===== src/rtl/hsv_core_writeback_busy_release.sv =====
// Release side of issue-stage hazard tracking: per-register in-flight write counters.
// Optional macro HSV_WB_BUSY_BYPASS_EN frees busy_mask in the writeback cycle of a last write.
module hsv_core_writeback_busy_release #(
  parameter int unsigned NUM_REGS = 32,
  parameter int unsigned CNT_W    = 2
) (
  input  logic                        clk_core,
  input  logic                        rst_core_n,
  input  logic                        flush_req,
  input  logic                        issue_valid,
  input  logic [NUM_REGS-1:0]         issue_rd_mask,
  output logic                        issue_ready,
  input  logic                        wb_valid,
  input  logic [$clog2(NUM_REGS)-1:0] wb_rd_addr,
  output logic [NUM_REGS-1:0]         busy_mask,
  output logic                        underflow_err
);

  localparam int unsigned AW = $clog2(NUM_REGS);
  localparam logic [CNT_W-1:0] CntMax  = '1;
  localparam logic [CNT_W-1:0] CntZero = '0;
  localparam logic [CNT_W-1:0] CntOne  = CNT_W'(1);

  logic [NUM_REGS-1:0][CNT_W-1:0] r_cnt;
  logic [NUM_REGS-1:0][CNT_W-1:0] w_cnt_d;
  logic                           r_err;
  logic                           w_err_set;
  logic [NUM_REGS-1:0]            w_wb_hit;
  logic [NUM_REGS-1:0]            w_inc;
  logic [NUM_REGS-1:0]            w_full;
  logic [NUM_REGS-1:0]            w_block;
  logic                           w_issue_fire;

  // x0 never hits, never counts and never blocks.
  always_comb begin
    w_wb_hit = '0;
    w_full   = '0;
    for (int unsigned r = 1; r < NUM_REGS; r++) begin
      w_wb_hit[r] = wb_valid & (wb_rd_addr == AW'(r)) & ~flush_req;
      w_full[r]   = (r_cnt[r] == CntMax);
    end
  end

  always_comb begin
    w_block = '0;
    for (int unsigned r = 1; r < NUM_REGS; r++) begin
      w_block[r] = issue_rd_mask[r] & w_full[r] & ~w_wb_hit[r];
    end
  end

  assign issue_ready  = ~(|w_block);
  assign w_issue_fire = issue_valid & issue_ready & ~flush_req;

  always_comb begin
    w_inc = '0;
    for (int unsigned r = 1; r < NUM_REGS; r++) begin
      w_inc[r] = w_issue_fire & issue_rd_mask[r];
    end
  end

  // Flush wins over inc/dec; a forced increment at max holds rather than wrapping.
  always_comb begin
    w_cnt_d   = r_cnt;
    w_err_set = 1'b0;
    for (int unsigned r = 1; r < NUM_REGS; r++) begin
      if (flush_req) begin
        w_cnt_d[r] = CntZero;
      end else if (w_inc[r] && !w_wb_hit[r]) begin
        if (r_cnt[r] != CntMax) begin
          w_cnt_d[r] = r_cnt[r] + CntOne;
        end
      end else if (!w_inc[r] && w_wb_hit[r]) begin
        if (r_cnt[r] != CntZero) begin
          w_cnt_d[r] = r_cnt[r] - CntOne;
        end else begin
          w_err_set = 1'b1;
        end
      end
    end
    w_cnt_d[0] = CntZero;
  end

  always_ff @(posedge clk_core) begin
    if (!rst_core_n) begin
      r_cnt <= '0;
      r_err <= 1'b0;
    end else begin
      r_cnt <= w_cnt_d;
      r_err <= r_err | w_err_set;
    end
  end

  always_comb begin
    busy_mask = '0;
    for (int unsigned r = 1; r < NUM_REGS; r++) begin
`ifdef HSV_WB_BUSY_BYPASS_EN
      busy_mask[r] = (r_cnt[r] != CntZero) & ~(w_wb_hit[r] & (r_cnt[r] == CntOne));
`else
      busy_mask[r] = (r_cnt[r] != CntZero);
`endif
    end
  end

  assign underflow_err = r_err;

endmodule


===== config.mk =====
export PLATFORM = sky130hd
export DESIGN_NAME = hsv_core_writeback_busy_release
export DESIGN_NICKNAME = d
export VERILOG_FILES = /design/src/rtl/hsv_core_writeback_busy_release.sv
export SDC_FILE = /design/constraint.sdc
export NUM_CORES = 1
export LEC_CHECK = 0
export CAP_MARGIN = 40
export CORE_MARGIN = 1
export CORE_UTILIZATION = 37
export DETAILED_ROUTE_END_ITERATION = 16
export GPL_ROUTABILITY_DRIVEN = 1
export PLACE_DENSITY_LB_ADDON = 0.25
export SLEW_MARGIN = 25
export SYNTH_ARGS = -nofsm -noshare
export SYNTH_HDL_FRONTEND = slang
export SYNTH_SLANG_ARGS = --single-unit

===== constraint.sdc =====
create_clock -name clk_core -period 5.9 [get_ports clk_core]
set_input_delay 1.77 -clock clk_core [delete_from_list [all_inputs] [get_ports clk_core]]
set_output_delay 1.77 -clock clk_core [all_outputs]
set_load 0.05 [all_outputs]

==> metrics.md, run 1 <==
| Metric | Value |
|---|---|
| CP Capture Type | `output pin` |
| Clock slew at reported path FFs | `0.05 ns` |
| Min Tclk post-route | `5.785 ns` |
| Final setup violation count | `0` |
| Seq/Total Area, Yosys | `27.62%` |
| Pre-antenna DRT Iters | `5` |
| Post-synthesis cell type count | `53` |
| Max-slew headroom | `51.09%` |
| CP cell instances | `dlygate4sd2_1 > or3b_4 > nor3_4 > nor2_1 > or4_1 > or4_4 > nor2_4 > buf_12` |
| Reg2reg path depth | `11` |
| CP Data Required Time | `4.13 ns` |
| Placer Congestion | `0.9012` |
| Worst VDD drop | `145.6 uV` |
| Leakage | `0.002374 uW` |
| Row count | `40` |
| CTS Buffer Depth | `2` |
| Hold slack | `0.4924 ns` |
| First-pass GRT wire length | `25740 microns` |
| Via-per-instance ratio | `6.022` |
| Number of enable flip-flop cells after synthesis | `0` |
| Number of I/O port buffers | `73` |
| Worst-Margin Slew | `0.7336 ns` |
| Max-cap check violation count | `0` |
| Hold buffer count at CTS | `0` |
| Total track usage | `25.83%` |
| Startpoint types | `primary input` |
| Syn_nets | `684` |
| Initial antenna violation count | `0` |
| Initial Util | `38.01%` |
| #FFs+latches synth | `63` |
| Core Area | `12010 sq um` |
| Total wire length | `16170 microns` |
| CP Class | `primary input to output pin` |
| RSZ-0062 raised after global routing | `false` |
| HPWL Detailed | `11970 microns` |
| Wire per inst | `17.96 microns` |
| Ys Warns | `0` |
| Chip Height | `113.1 microns` |
| Gr ovfl total | `0` |
| DR vias | `5420` |
| Total power | `1150 uW` |
| Slowest CP cell | `or4_4` |
| Die area | `12790 sq um` |
| Num Clock Sinks | `63` |
| Cell area power density | `187.9 nW/um^2` |
| DRC Markers | `0` |
| FFs w/ async S/R, synth | `0%` |
| Syn_area_per_cell | `7.112 sq um` |
| CTS Root Cell | `clkbuf_16` |
| Commonest register cell after synthesis | `dfxtp_1` |
| Clock Skews | `0.004090 ns` |
| Nets | `790` |
| Hold Path Depth | `2` |
| Synth Cell Area | `4566 sq um` |
| Crit-path max cell delay | `0.52 ns` |
| DR iter-0 viols | `473` |
| Period Utilization, post-route | `98.05%` |
| HP Class | `register to register` |
| Die width | `113.1 microns` |
| Worst Path Buf+Inv | `2` |
| # IOs | `76` |
| Vias in the first global route | `5187` |
| Clk Latency, worst-skew pair | `0.34 ns` |
| CTS tree | `done` |
| Ratio of cells with drive above 1 in the final layout | `15.14%` |
| Post-route antenna net violation count | `0` |
| Diode count | `0` |
| Clock buffer count from CTS | `9` |
| Crit-path max FO | `4` |
| Endpoints failing hold | `0` |
| Worst path depth | `8` |
| Arr. time, crit path | `4.01 ns` |
| Status | `completed` |
| H-tree level count | `3` |
| Largest net degree at the start of global routing | `55` |
| Synth-to-layout area growth | `34.09%` |
| Crit path max-delay family | `simple AND/OR/NAND/NOR gates` |
| Cell count after synthesis | `642` |
| Max Slew Vio Count | `0` |
| Fmax | `0.1729 GHz` |
[synth_stat cells, types with 4 or more instances]
master	instances	share of area, %
nand4_1	28	3.8
nor2_1	33	2.7
or2_2	30	4.1
or3_1	4	0.55
o21bai_1	12	2.0
nor3_1	21	2.3
a211oi_1	25	4.1
clkbuf_1	21	1.7
o2111ai_1	6	1.2
nand2b_1	29	4.0
a21oi_1	52	5.7
inv_1	9	0.74
and3_1	37	5.1
buf_2	8	0.88
a31oi_1	20	2.7
nand3b_1	15	2.5
o211ai_1	4	0.66
dfxtp_1	63	28
o21ai_0	70	7.7
nor4_1	5	0.69
nor2b_1	4	0.55
nand3_1	31	3.4
and2_1	7	0.96
nand2_1	54	4.4
o21a_1	12	2.0
[worst paths after layout]
kind                                 from       endpoint  slack, ns
worst max-delay path            flush_req    issue_ready       0.12
worst min-delay path            r_cnt[39]      r_cnt[39]       0.49
worst max register to register   r_cnt[8]  underflow_err       2.53
worst min register to register  r_cnt[39]      r_cnt[39]       0.49
[worst reg2reg max path, cell delays in order, from the launching register on]
cell      delay [ns]
dfxtp_1         0.35
nand3_1         0.24
a22oi_1         0.14
nor4_2          0.29
nand2_1         0.10
or4_4           0.55
buf_4           0.28
nor3b_4         0.28
buf_12          0.26
a211oi_1        0.14
nor4_1          0.39
a41oi_1         0.19
[routing by layer]
| layer | track usage (%) | routed length, microns | share of wire [%] | vias up |
|---|---|---|---|---|
| li1 | - | - | - | 2636 |
| met1 | 32.34 | 7287 | 45 | 2561 |
| met2 | 42.09 | 7414 | 46 | 186 |
| met3 | 6.320 | 959 | 5.9 | 37 |
| met4 | 11.40 | 505 | 3.1 | 0 |
| met5 | 0 | 0 | 0 | - |
[registers in the layout, indices dropped and copies added, names as in the netlist]
name	count
r_cnt	62
underflow_err	1
[layout make-up]
| cell class | count | area, sq um |
|---|---|---|
| tap | 147 | 183.9 |
| clock buffer | 12 | 246.5 |
| timing repair buffer | 129 | 1172 |
| clock inverter | 4 | 45.04 |
| multi-input combinational | 536 | 3179 |
| fill | 1208 | 5889 |
| sequential | 63 | 1261 |
| inverter | 9 | 33.78 |
[what timing repair did]
action	in CTS	in global routing
pin swaps	1	0
endpoints found under the setup margin	1	1
setup buffers	1	0
resized for setup	10	3
[layout by cell type, fill, tap and decap left out, types with 6 or more instances in the layout]
cell type,synthesis,layout
o21ai_0,70,70
clkdlybuf4s50_1,0,65
dfxtp_1,63,63
nand2_1,54,54
buf_4,1,54
a21oi_1,52,52
and3_1,37,37
nor2_1,33,32
nand3_1,31,31
or2_2,30,30
nand2b_1,29,28
nand4_1,28,28
a211oi_1,25,25
a31oi_1,20,20
nor3_1,21,20
nand3b_1,15,15
o21bai_1,12,12
o21a_1,12,12
inv_1,9,9
clkbuf_16,0,9
and2_1,7,7
o2111ai_1,6,6
dlygate4sd2_1,0,6
[stage by stage]
| step | instance area [sq um] | setup TNS, ns | utilization [%] | instances | worst slack [ns] |
|---|---|---|---|---|---|
| after detailed placement | 5784 | -0.1779 | 48.16 | 882 | -0.1779 |
| after CTS | 6095 | 0 | 50.74 | 899 | 0.01647 |
| final | 6122 | 0 | 50.97 | 900 | 0.1153 |
| after global routing | 6122 | 0 | 50.97 | 900 | 0.04931 |
| after global placement | 5784 | -0.1867 | 48.16 | 882 | -0.1867 |
| after floorplan | 4573 | 0 | - | 642 | 0.009353 |
[logic make-up (layout without fill, tap and decap cells)]
family / after synthesis / after routing / synth area share, %
DFF: 63 / 63 / 27.62
buffers and inverters: 43 / 154 / 4.029
other: 1 / 1 / 0.08214
and+or+nand+nor: 318 / 318 / 39.38
muxes: 1 / 1 / 0.2192
AOI/OAI and AO/OA: 216 / 216 / 28.67
[power by group]
part           total, uW  internal (uW)  switching [uW]
Sequential           439            432            7.54
Clock                534            336             198
Combinational        177           78.0            98.7
Note: power is estimated with default switching activity, not from simulation.
==> run 2, diff against run 1 <==
--- a/config.mk
+++ b/config.mk
@@ -6,7 +6,6 @@
 export NUM_CORES = 1
 export LEC_CHECK = 0
 export CAP_MARGIN = 40
-export CORE_MARGIN = 1
 export CORE_UTILIZATION = 37
 export DETAILED_ROUTE_END_ITERATION = 16
 export GPL_ROUTABILITY_DRIVEN = 1
==> results of run 2 <==
Final layout, timing and power as in run 1 (identical DEF).
==> run 3, diff against run 2 <==
==> constraint.sdc (replaced) <==
create_clock -name clk_core -period 6.9 [get_ports clk_core]
set_input_delay 2.07 -clock clk_core [delete_from_list [all_inputs] [get_ports clk_core]]
set_output_delay 2.07 -clock clk_core [all_outputs]
set_load 0.05 [all_outputs]
==> run 3 against run 2 <==
Design area shrank 4.4%. Power shrank 17%. Global-route usage shrank 1.0 points. Count of clock-buffer cells in the layout grew 3. Via count shrank 3.4%. Wire length shrank 5.0%. Non-clock buffer count shrank 28. Clock skew grew 0.0031 ns. Flip-flop and latch count is the same. Critical path depth grew 1. Register-to-register slack gained 0.95 ns. Worst hold slack gained 0.0039 ns. Critical endpoint unchanged. Largest cell class unchanged.
==> metrics.md, run 3 (synthesis results as in run 1) <==
| Metric | Value |
|---|---|
| Arr. time, crit path | `4.69 ns (was 4.01 ns)` |
| Worst VDD drop | `121.6 uV (was 145.6 uV)` |
| Largest net degree at the start of global routing | `45 (was 55)` |
| Max reg flops | `62 (unchanged)` |
| Synth-to-layout area growth | `28.25% (was 34.09%)` |
| Footprint of the multi-input gates | `3148 sq um (was 3179 sq um)` |
| CP Class | `primary input to output pin (unchanged)` |
| DR iter-0 viols | `472 (was 473)` |
| First-pass GRT wire length | `24650 microns (was 25740 microns)` |
| Status | `completed (unchanged)` |
| Die width | `113.1 microns (unchanged)` |
| Reg with most FFs | `r_cnt (unchanged)` |
| CTS tree | `done (unchanged)` |
| Post-CTS setup buffer count | `0 (was 1)` |
| Hold slack | `0.4963 ns (was 0.4924 ns)` |
| Clk Latency, worst-skew pair | `0.34 ns (about the same)` |
| Gr busiest metal | `met2 (unchanged)` |
| Post-route antenna net violation count | `0 (unchanged)` |
| Max-cap check violation count | `0 (unchanged)` |
| Most common cell after layout, fill and taps aside | `clkdlybuf4s50_1 (was o21ai_0)` |
| Number of I/O port buffers | `73 (unchanged)` |
| RSZ-0062 raised after global routing | `false (unchanged)` |
| Initial Util | `38.01% (unchanged)` |
| GRT met3 Usage | `6.427% (was 6.320%)` |
| Startpoint types | `primary input (unchanged)` |
| Num Clock Sinks | `63 (unchanged)` |
| M2 GR Usage | `41.06% (was 42.09%)` |
| Int Pwr | `699.5 uW (was 846.2 uW)` |
| Gr ovfl total | `0 (unchanged)` |
| Row count | `40 (unchanged)` |
| Chip Height | `113.1 microns (unchanged)` |
| Max Slew Vio Count | `0 (unchanged)` |
| Seq pwr share | `39.6% (was 38.2%)` |
| Clock buffer count from CTS | `9 (unchanged)` |
| Via-per-instance ratio | `6.014 (was 6.022)` |
| Clock Skews | `0.007240 ns (was 0.004090 ns)` |
| Die area | `12790 sq um (unchanged)` |
| Nets | `762 (was 790)` |
| Core Area | `12010 sq um (unchanged)` |
| Total track usage | `24.79% (was 25.83%)` |
| Period Utilization, post-route | `97.98%` |
| Min Tclk post-route | `6.761 ns` |
| Cell area power density | `162.2 nW/um^2 (was 187.9 nW/um^2)` |
| Most frequent cells in the layout | `72 x clkdlybuf4s50_1, 70 x o21ai_0, 63 x dfxtp_1, 54 x nand2_1, 52 x a21oi_1 (was 70 x o21ai_0, 65 x clkdlybuf4s50_1, 63 x dfxtp_1, 54 x nand2_1, 54 x buf_4)` |
| Final TNS setup | `0 ns (unchanged)` |
| H-tree level count | `3 (unchanged)` |
| Wire per inst | `17.64 microns (was 17.96 microns)` |
| Comb pwr share | `14.7% (was 15.4%)` |
| DRC Markers | `0 (unchanged)` |
| CP Capture Type | `output pin (unchanged)` |
| HPWL Detailed | `11500 microns (was 11970 microns)` |
| Fillers | `1198 (was 1208)` |
| Final setup violation count | `0 (unchanged)` |
| Clock power share | `45.8% (was 46.4%)` |
| Max-slew headroom | `65.48% (was 51.09%)` |
| Net Sw Power | `250.3 uW (was 304.3 uW)` |
| Met1 Use GR | `31.43% (was 32.34%)` |
| Worst-Margin Slew | `0.5178 ns (was 0.7336 ns)` |
| Leakage | `0.002204 uW (was 0.002374 uW)` |
| Register area | `1261 sq um (unchanged)` |
| Vias in the first global route | `4802 (was 5187)` |
| # IOs | `76 (unchanged)` |
| CTS Root Cell | `clkbuf_16 (unchanged)` |
| Pre-antenna DRT Iters | `5 (unchanged)` |
| HP Class | `register to register (unchanged)` |
| CP Data Required Time | `4.83 ns (was 4.13 ns)` |
| Total wire length | `15360 microns (was 16170 microns)` |
| Endpoints failing hold | `0 (unchanged)` |
| Initial antenna violation count | `0 (unchanged)` |
| Ratio of cells with drive above 1 in the final layout | `10.91% (was 15.14%)` |
| Clock slew at reported path FFs | `0.05 ns (about the same)` |
| Crit-path max FO | `6 (was 4)` |
| CTS Buffer Depth | `2 (unchanged)` |
| Switching Fraction | `26.35% (was 26.45%)` |
| Placer Congestion | `0.9230 (was 0.9012)` |
| Fmax | `0.1479 GHz` |
| Diode count | `0 (unchanged)` |
| DR vias | `5238 (was 5420)` |
[run 3: worst paths after layout]
kind | start | end | slack, ns | cells past startpoint
worst max-delay path | wb_rd_addr[2] | issue_ready | 0.14 | 9
worst min-delay path | r_cnt[49] | r_cnt[49] | 0.50 | 2
worst max register to register | r_cnt[18] | underflow_err | 3.48 | 10
worst min register to register | r_cnt[49] | r_cnt[49] | 0.50 | 2
[run 3: what timing repair did]
item,in CTS,in global routing
gates resized for setup,0,2
hold buffers,0,0
setup endpoints to repair,0,1
hold endpoints to repair,0,0
[run 3: area by class of cell]
| class | count | area share (%) |
|---|---|---|
| Inverter | 9 | 0.5769 |
| Sequential cell | 63 | 21.54 |
| Tap cell | 147 | 3.141 |
| Multi-Input combinational cell | 536 | 53.76 |
| Timing Repair Buffer | 101 | 16.24 |
| Clock buffer | 15 | 4.744 |
[run 3: power groups by stage]
stage	combinational (uW)	sequential [uW]	clock, uW
2_1_floorplan	74.4	384	0
3_3_place_gp	135	383	0
3_5_place_dp	138	383	0
4_1_cts	138	375	441
5_1_grt	150	376	460
6_report	140	376	435
[run 3: layer usage]
layer | vias up | share of wire [%]
li1 | 2562 | -
met5 | - | 0
met4 | 0 | 2.1
met1 | 2482 | 46
met3 | 22 | 6.2
met2 | 172 | 46
[run 3: stage by stage]
step	worst slack [ns]	instances	util, %	area (sq um)	total power (uW)
floorplan	0.06400	642	-	4566	458.4
global placement	0.04733	856	46.36	5569	517.9
detailed placement	0.08691	856	46.36	5569	520.6
CTS	0.08159	871	48.68	5847	954.4
global route	0.001213	871	48.75	5856	985.9
finish	0.1393	871	48.75	5856	949.8
[run 3: critical path: stages]
cell             delay [ns]
clkdlybuf4s50_1        0.56
buf_4                  0.23
or2_2                  0.33
or3_1                  0.40
a22oi_1                0.19
o211ai_1               0.11
or4_1                  0.44
nor2_2                 0.20
buf_12                 0.16
